**src/rtl/crc8_pkg.sv**
```systemverilog
// Shared types and constants for the bit-serial CRC-8 engine.
package crc8_pkg;

   localparam int unsigned CRC_W = 8;
   localparam int unsigned CNT_W = 16;

   localparam logic [CRC_W-1:0] POLY_DEF   = 8'h07;
   localparam logic [CRC_W-1:0] INIT_DEF   = 8'h00;
   localparam logic [CRC_W-1:0] XOROUT_DEF = 8'h55;

   localparam logic [CNT_W-1:0] CNT_MAX = '1;

   typedef enum logic [1:0] {
      IDLE,
      SHIFT,
      DONE
   } state_t;

   // Bit counter increment that sticks at the all-ones value.
   function automatic logic [CNT_W-1:0] cnt_inc(input logic [CNT_W-1:0] c);
      return (c == CNT_MAX) ? CNT_MAX : c + 1'b1;
   endfunction

endpackage

```
**src/rtl/crc8_step.sv**
```systemverilog
// One-bit CRC-8 update: MSB-first feedback into a shifted register,
// built entirely from 2-input XOR cells.
module crc8_step
   import crc8_pkg::*;
(
   input  logic [CRC_W-1:0] i_crc,
   input  logic             i_bit,
   input  logic [CRC_W-1:0] i_poly,
   output logic [CRC_W-1:0] o_crc
);

   logic             w_fb;
   logic [CRC_W-1:0] w_shift;
   logic [CRC_W-1:0] w_mask;

   xor u_fb (w_fb, i_bit, i_crc[CRC_W-1]);

   assign w_shift = {i_crc[CRC_W-2:0], 1'b0};
   assign w_mask  = i_poly & {CRC_W{w_fb}};

   for (genvar g = 0; g < CRC_W; g++) begin : g_bit
      xor u_x (o_crc[g], w_shift[g], w_mask[g]);
   end

endmodule

```
**src/rtl/crc8_serial_engine.sv**
```systemverilog
// Bit-serial CRC-8 generator with valid/ready on both sides, one frame in
// flight. Optional macro CRC_XOROUT_EN applies the XOROUT mask to out_crc.
module crc8_serial_engine
   import crc8_pkg::*;
#(
   parameter logic [7:0] POLY   = POLY_DEF,
   parameter logic [7:0] INIT   = INIT_DEF,
   parameter logic [7:0] XOROUT = XOROUT_DEF
) (
   input  logic        clk,
   input  logic        rst,
   input  logic        in_valid,
   output logic        in_ready,
   input  logic        in_bit,
   input  logic        in_last,
   output logic        out_valid,
   input  logic        out_ready,
   output logic [7:0]  out_crc,
   output logic [15:0] out_bits
);

`ifdef CRC_XOROUT_EN
   localparam logic [7:0] OUT_MASK = XOROUT;
`else
   // Plain CRC-8: mask collapses to zero, XOROUT only referenced here.
   localparam logic [7:0] OUT_MASK = XOROUT & 8'h00;
`endif

   state_t           r_state;
   state_t           w_state_d;
   logic [CRC_W-1:0] r_crc;
   logic [CRC_W-1:0] w_crc_d;
   logic [CNT_W-1:0] r_cnt;
   logic [CNT_W-1:0] w_cnt_d;
   logic [CRC_W-1:0] r_out_crc;
   logic [CNT_W-1:0] r_out_bits;
   logic             r_in_ready;
   logic             r_out_valid;
   logic             w_in_ready_d;
   logic             w_out_valid_d;
   logic             w_accept;
   logic             w_release;
   logic             w_done_entry;

   assign w_accept     = in_valid & r_in_ready;
   assign w_release    = r_out_valid & out_ready;
   assign w_done_entry = w_accept & in_last;
   assign w_cnt_d      = cnt_inc(r_cnt);

   crc8_step u_step (
      .i_crc  (r_crc),
      .i_bit  (in_bit),
      .i_poly (POLY),
      .o_crc  (w_crc_d)
   );

   // Next-state and registered-output targets; handshake flags derive from next state only.
   always_comb begin
      w_state_d = r_state;
      unique case (r_state)
         IDLE, SHIFT: begin
            if (w_accept) begin
               w_state_d = in_last ? DONE : SHIFT;
            end
         end
         DONE: begin
            if (w_release) begin
               w_state_d = IDLE;
            end
         end
         default: w_state_d = IDLE;
      endcase
      w_in_ready_d  = (w_state_d != DONE);
      w_out_valid_d = (w_state_d == DONE);
   end

   // State register and registered handshake outputs.
   always_ff @(posedge clk) begin
      if (rst) begin
         r_state     <= IDLE;
         r_in_ready  <= 1'b1;
         r_out_valid <= 1'b0;
      end else begin
         r_state     <= w_state_d;
         r_in_ready  <= w_in_ready_d;
         r_out_valid <= w_out_valid_d;
      end
   end

   // CRC shift register and bit counter; reloaded when the result is taken.
   always_ff @(posedge clk) begin
      if (rst) begin
         r_crc <= INIT;
         r_cnt <= '0;
      end else if (w_accept) begin
         r_crc <= w_crc_d;
         r_cnt <= w_cnt_d;
      end else if (w_release) begin
         r_crc <= INIT;
         r_cnt <= '0;
      end
   end

   // Result registers, captured only on the edge that enters DONE.
   always_ff @(posedge clk) begin
      if (rst) begin
         r_out_crc  <= '0;
         r_out_bits <= '0;
      end else if (w_done_entry) begin
         r_out_crc  <= w_crc_d ^ OUT_MASK;
         r_out_bits <= w_cnt_d;
      end
   end

   assign in_ready  = r_in_ready;
   assign out_valid = r_out_valid;
   assign out_crc   = r_out_crc;
   assign out_bits  = r_out_bits;

endmodule

```
**config.mk**
```make
export PLATFORM = sky130hd
export DESIGN_NAME = crc8_serial_engine
export DESIGN_NICKNAME = d
export VERILOG_FILES = /design/src/rtl/crc8_pkg.sv /design/src/rtl/crc8_step.sv /design/src/rtl/crc8_serial_engine.sv
export SDC_FILE = /design/constraint.sdc
export NUM_CORES = 1
export LEC_CHECK = 0
export BUFFER_PORTS_ARGS = -buffer_cell sky130_fd_sc_hd__buf_2
export CORE_UTILIZATION = 50
export CTS_CLUSTER_SIZE = 24
export DETAILED_ROUTE_END_ITERATION = 10
export PLACE_DENSITY_LB_ADDON = 0.05
export SLEW_MARGIN = 30
export SYNTH_ARGS = -nofsm -noshare
export SYNTH_HDL_FRONTEND = slang
export SYNTH_HIERARCHICAL = 1
export SYNTH_SLANG_ARGS = --single-unit
```
**constraint.sdc**
```tcl
create_clock -name clk -period 2.1 [get_ports clk]
set_input_delay 0.21 -clock clk [delete_from_list [all_inputs] [get_ports clk]]
set_output_delay 0.21 -clock clk [all_outputs]
set_load 0.01 [all_outputs]
```
==> summary.md <==
| Metric | Value |
|---|---|
| R2R setup slack | `0.30 ns` |
| Commonest non-fill, non-tap cell in the layout | `dfxtp_1` |
| Cell Chain, Critical Path | `ha_1, nand3_2, nor3_4, nand2_4, a311oi_1` |
| Fin Clk Skew | `0.006484 ns` |
| Crit Path Class | `reg -> reg` |
| Number of synthesized register bits | `52` |
| CTS tree | `yes` |
| Post-DP HPWL | `3999 um` |
| Height of the die | `73.26 um` |
| Final hold violations | `0` |
| Leakage power | `1.092 nW` |
| Sinks on Clock Net | `between 50 and 60` |
| CP peak stage delay | `0.41 ns` |
| DIE AREA | `5366 um2` |
| Final net count | `approximately 340` |
| Post-Route Setup TNS | `0 ns` |
| Grt ovf | `0` |
| Die X | `73.26 um` |
| Drt pass-1 iters | `5` |
| Crit path max fanout | `13` |
| Worst setup EP type | `flop` |
| Post-synth ARST share | `0%` |
| CTS Root Cell | `clkbuf_8` |
| Initial Util | `about 53%` |
| Final Setup Violations | `0` |
| Synth-to-Final Area Change | `13.95%` |
| Multi-input gate area | `between 1000 and 1500 um2` |
| Mean Syn Cell Area | `8.519 um2` |
| Period minus WS final | `roughly 1.8 ns` |
| DR iter-0 viols | `167` |
| Worst path slowest cell | `dfxtp_1` |
| Number of CTS-inserted buffers | `5` |
| Fin Hold WS | `0.2779 ns` |
| Clk_lat worst skew | `0.30 ns` |
| Distinct cell type count after synthesis | `55` |
| Largest net degree at the start of global routing | `35` |
| Hold Path Sink | `r_crc[3]$_SDFFE_PP0P_` |
| Initial antenna violation count | `0` |
| Rows | `25` |
| WP data arrival | `2.01 ns` |
| Gr usage total | `a little under a quarter` |
| Tcrit/Tclk final | `85.52%` |
| Core area | `between 4000 and 5000 um2` |
| RSZ-0062 raised after global routing | `false` |
| Max-cap violation count | `0` |
| Status | `finished clean` |
| Sequential area share after synthesis | `41.01%` |
| Vias in the first global route | `around 2,000` |
| Share of post-route cells with drive strength above 1 | `between 10% and 20%` |
| Mapped Cells | `298` |
| Cts hold-fix bufs | `0` |
| Cell Area, Synth | `2539 um2` |
| Final ANT Viol Nets | `0` |
| DRC | `0` |
| Fillers | `485` |
| Reg-to-reg endpoint | `out_bits[0]$_SDFFE_PP0P_` |
| ANT cells | `0` |
| Clock transition at path regs | `0.09 ns` |
| CP required | `2.31 ns` |
| Peak Freq | `556.8 MHz` |
| Register area | `1041 um2` |
| Hold Startpoint | `rst` |
| Adder-Cell Fraction of Synth Area | `0.4929%` |
| PwrDens | `about 660 nW/um2` |
| CTS H-tree depth | `2` |
| Number of vias per cell | `5.531` |
| Number of synthesized flops with an enable pin | `0` |
| Max Root-Sink Buffers | `2` |
| Global-route wire length before repair | `9639 um` |
| Hold Path Depth | `2` |
| R2r startpoint | `r_cnt[1]$_SDFFE_PP0P_` |
| Drt wl/cell | `14.70 um` |
| Final Slew Violations | `0` |
| Worst VDD drop | `0.0002904 V` |
| DR vias | `about 2,200` |
| Hold Path Class | `in -> reg` |
| Top_reg_cell synth | `dfxtp_1` |
| Synth Area in Compound Gates | `22.33%` |
| Most frequent cells in the layout | `dfxtp_1, nor2_1, nand2_1` |
| Boundary Pins | `32` |
| Largest family of logic cells by synthesized area | `simple AND/OR/NAND/NOR gates` |
| Placer Congestion | `about 0.82` |
| Post-CTS repair timing setup buffer count | `0` |
| Reg2Reg Depth | `5` |
| IO Port Bufs | `31` |
| Post-synthesis simple-gate area fraction | `roughly 24%` |
| Post-synthesis mux area share | `0.7886%` |
| Total Wirelength | `5864 um` |
| Post-Synth XOR/XNOR Area | `5.471%` |
| Type of origin of the critical path | `flop` |
| Post-cts resize count | `0` |
| Yosys warning total | `6` |
[power breakdown]
| group | internal, W | switching [W] |
|---|---|---|
| clock | 0.000268 | 0.000320 |
| combinational | 0.000108 | 0.000166 |
| sequential | 0.00103 | 0.0000275 |
[per-layer routing]
layer	GRT usage [%]	vias to the layer above	wire (um)
met1	33.56	1003	2897
met3	2.881	6	323
met4	8.497	0	52
met5	0	-	0
met2	36.42	60	2591
li1	-	1138	-
[critical path: cells and delay by family, from the launching register on]
family / cells / cell delay [ns]
compound gates: 1 / 0.30
flops: 1 / 0.41
fa+ha+maj: 1 / 0.29
simple gates: 3 / 0.70
[sequential cells by signal (all words and copies together), names as in the netlist]
signal,count
r_cnt,16
r_crc,8
out_crc,8
r_state,2
out_bits,16
out_valid,1
in_ready,1
[how the worst max path moves through the flow]
| stage | to | slack, ns | depth (start not counted) | startpoint |
|---|---|---|---|---|
| after detailed placement | out_bits[0]$_SDFFE_PP0P_ | 0.36 | 5 | r_cnt[1]$_SDFFE_PP0P_ |
| after global placement | out_bits[9]$_SDFFE_PP0P_ | 0.40 | 6 | r_cnt[1]$_SDFFE_PP0P_ |
| after floorplan | out_bits[15]$_SDFFE_PP0P_ | 0.41 | 6 | r_cnt[0]$_SDFFE_PP0P_ |
| final | out_bits[0]$_SDFFE_PP0P_ | 0.30 | 5 | r_cnt[1]$_SDFFE_PP0P_ |
| after global routing | out_bits[13]$_SDFFE_PP0P_ | 0.14 | 5 | r_cnt[1]$_SDFFE_PP0P_ |
| after CTS | out_bits[9]$_SDFFE_PP0P_ | 0.32 | 6 | r_cnt[1]$_SDFFE_PP0P_ |
[per-stage QoR]
stage          std cells  instance area, um2  setup slack (ns)  power, W  utilization [%]
2_1_floorplan        304                2561            0.4089  0.001270                -
3_3_place_gp         391                2799            0.4024  0.001354            58.10
3_5_place_dp         391                2799            0.3569  0.001358            58.10
4_1_cts              399                2893            0.3246  0.001946            60.05
5_1_grt              399                2893            0.1358  0.002017            60.05
6_report             399                2893            0.3041  0.001922            60.05
[synth_stat cells, types with 4 or more instances]
library cell,instances,area share (%)
a21oi_1,22,4.3
a22oi_1,11,3.3
a311oi_1,11,3.8
a31oi_1,4,0.99
buf_2,4,0.79
clkbuf_1,17,2.5
dfxtp_1,52,41
inv_1,8,1.2
nand2_1,34,5.0
nand3_1,6,1.2
nor2_1,37,5.5
nor3_1,6,1.2
o21ai_0,8,1.6
o32ai_1,5,1.7
xnor2_1,14,4.8
[area by class of cell]
type                       instances  area share, %
tap                               67          2.898
multi-input combinational        220          47.66
inverter                           8          1.038
clock buffer                       7          2.984
clock inverter                     1         0.2595
sequential                        52          35.99
timing repair buffer              44          9.170
[logic make-up (layout without fill, tap and decap cells)]
family	Yosys count	after routing
and+or+nand+nor	113	113
AOI/OAI and AO/OA	81	81
DFF	52	52
buffers and inverters	32	60
xor gates and xnor gates	15	15
other	2	8
muxes	2	2
adders and majority gates	1	1
No activity file was read; power rests on OpenSTA's default activity.
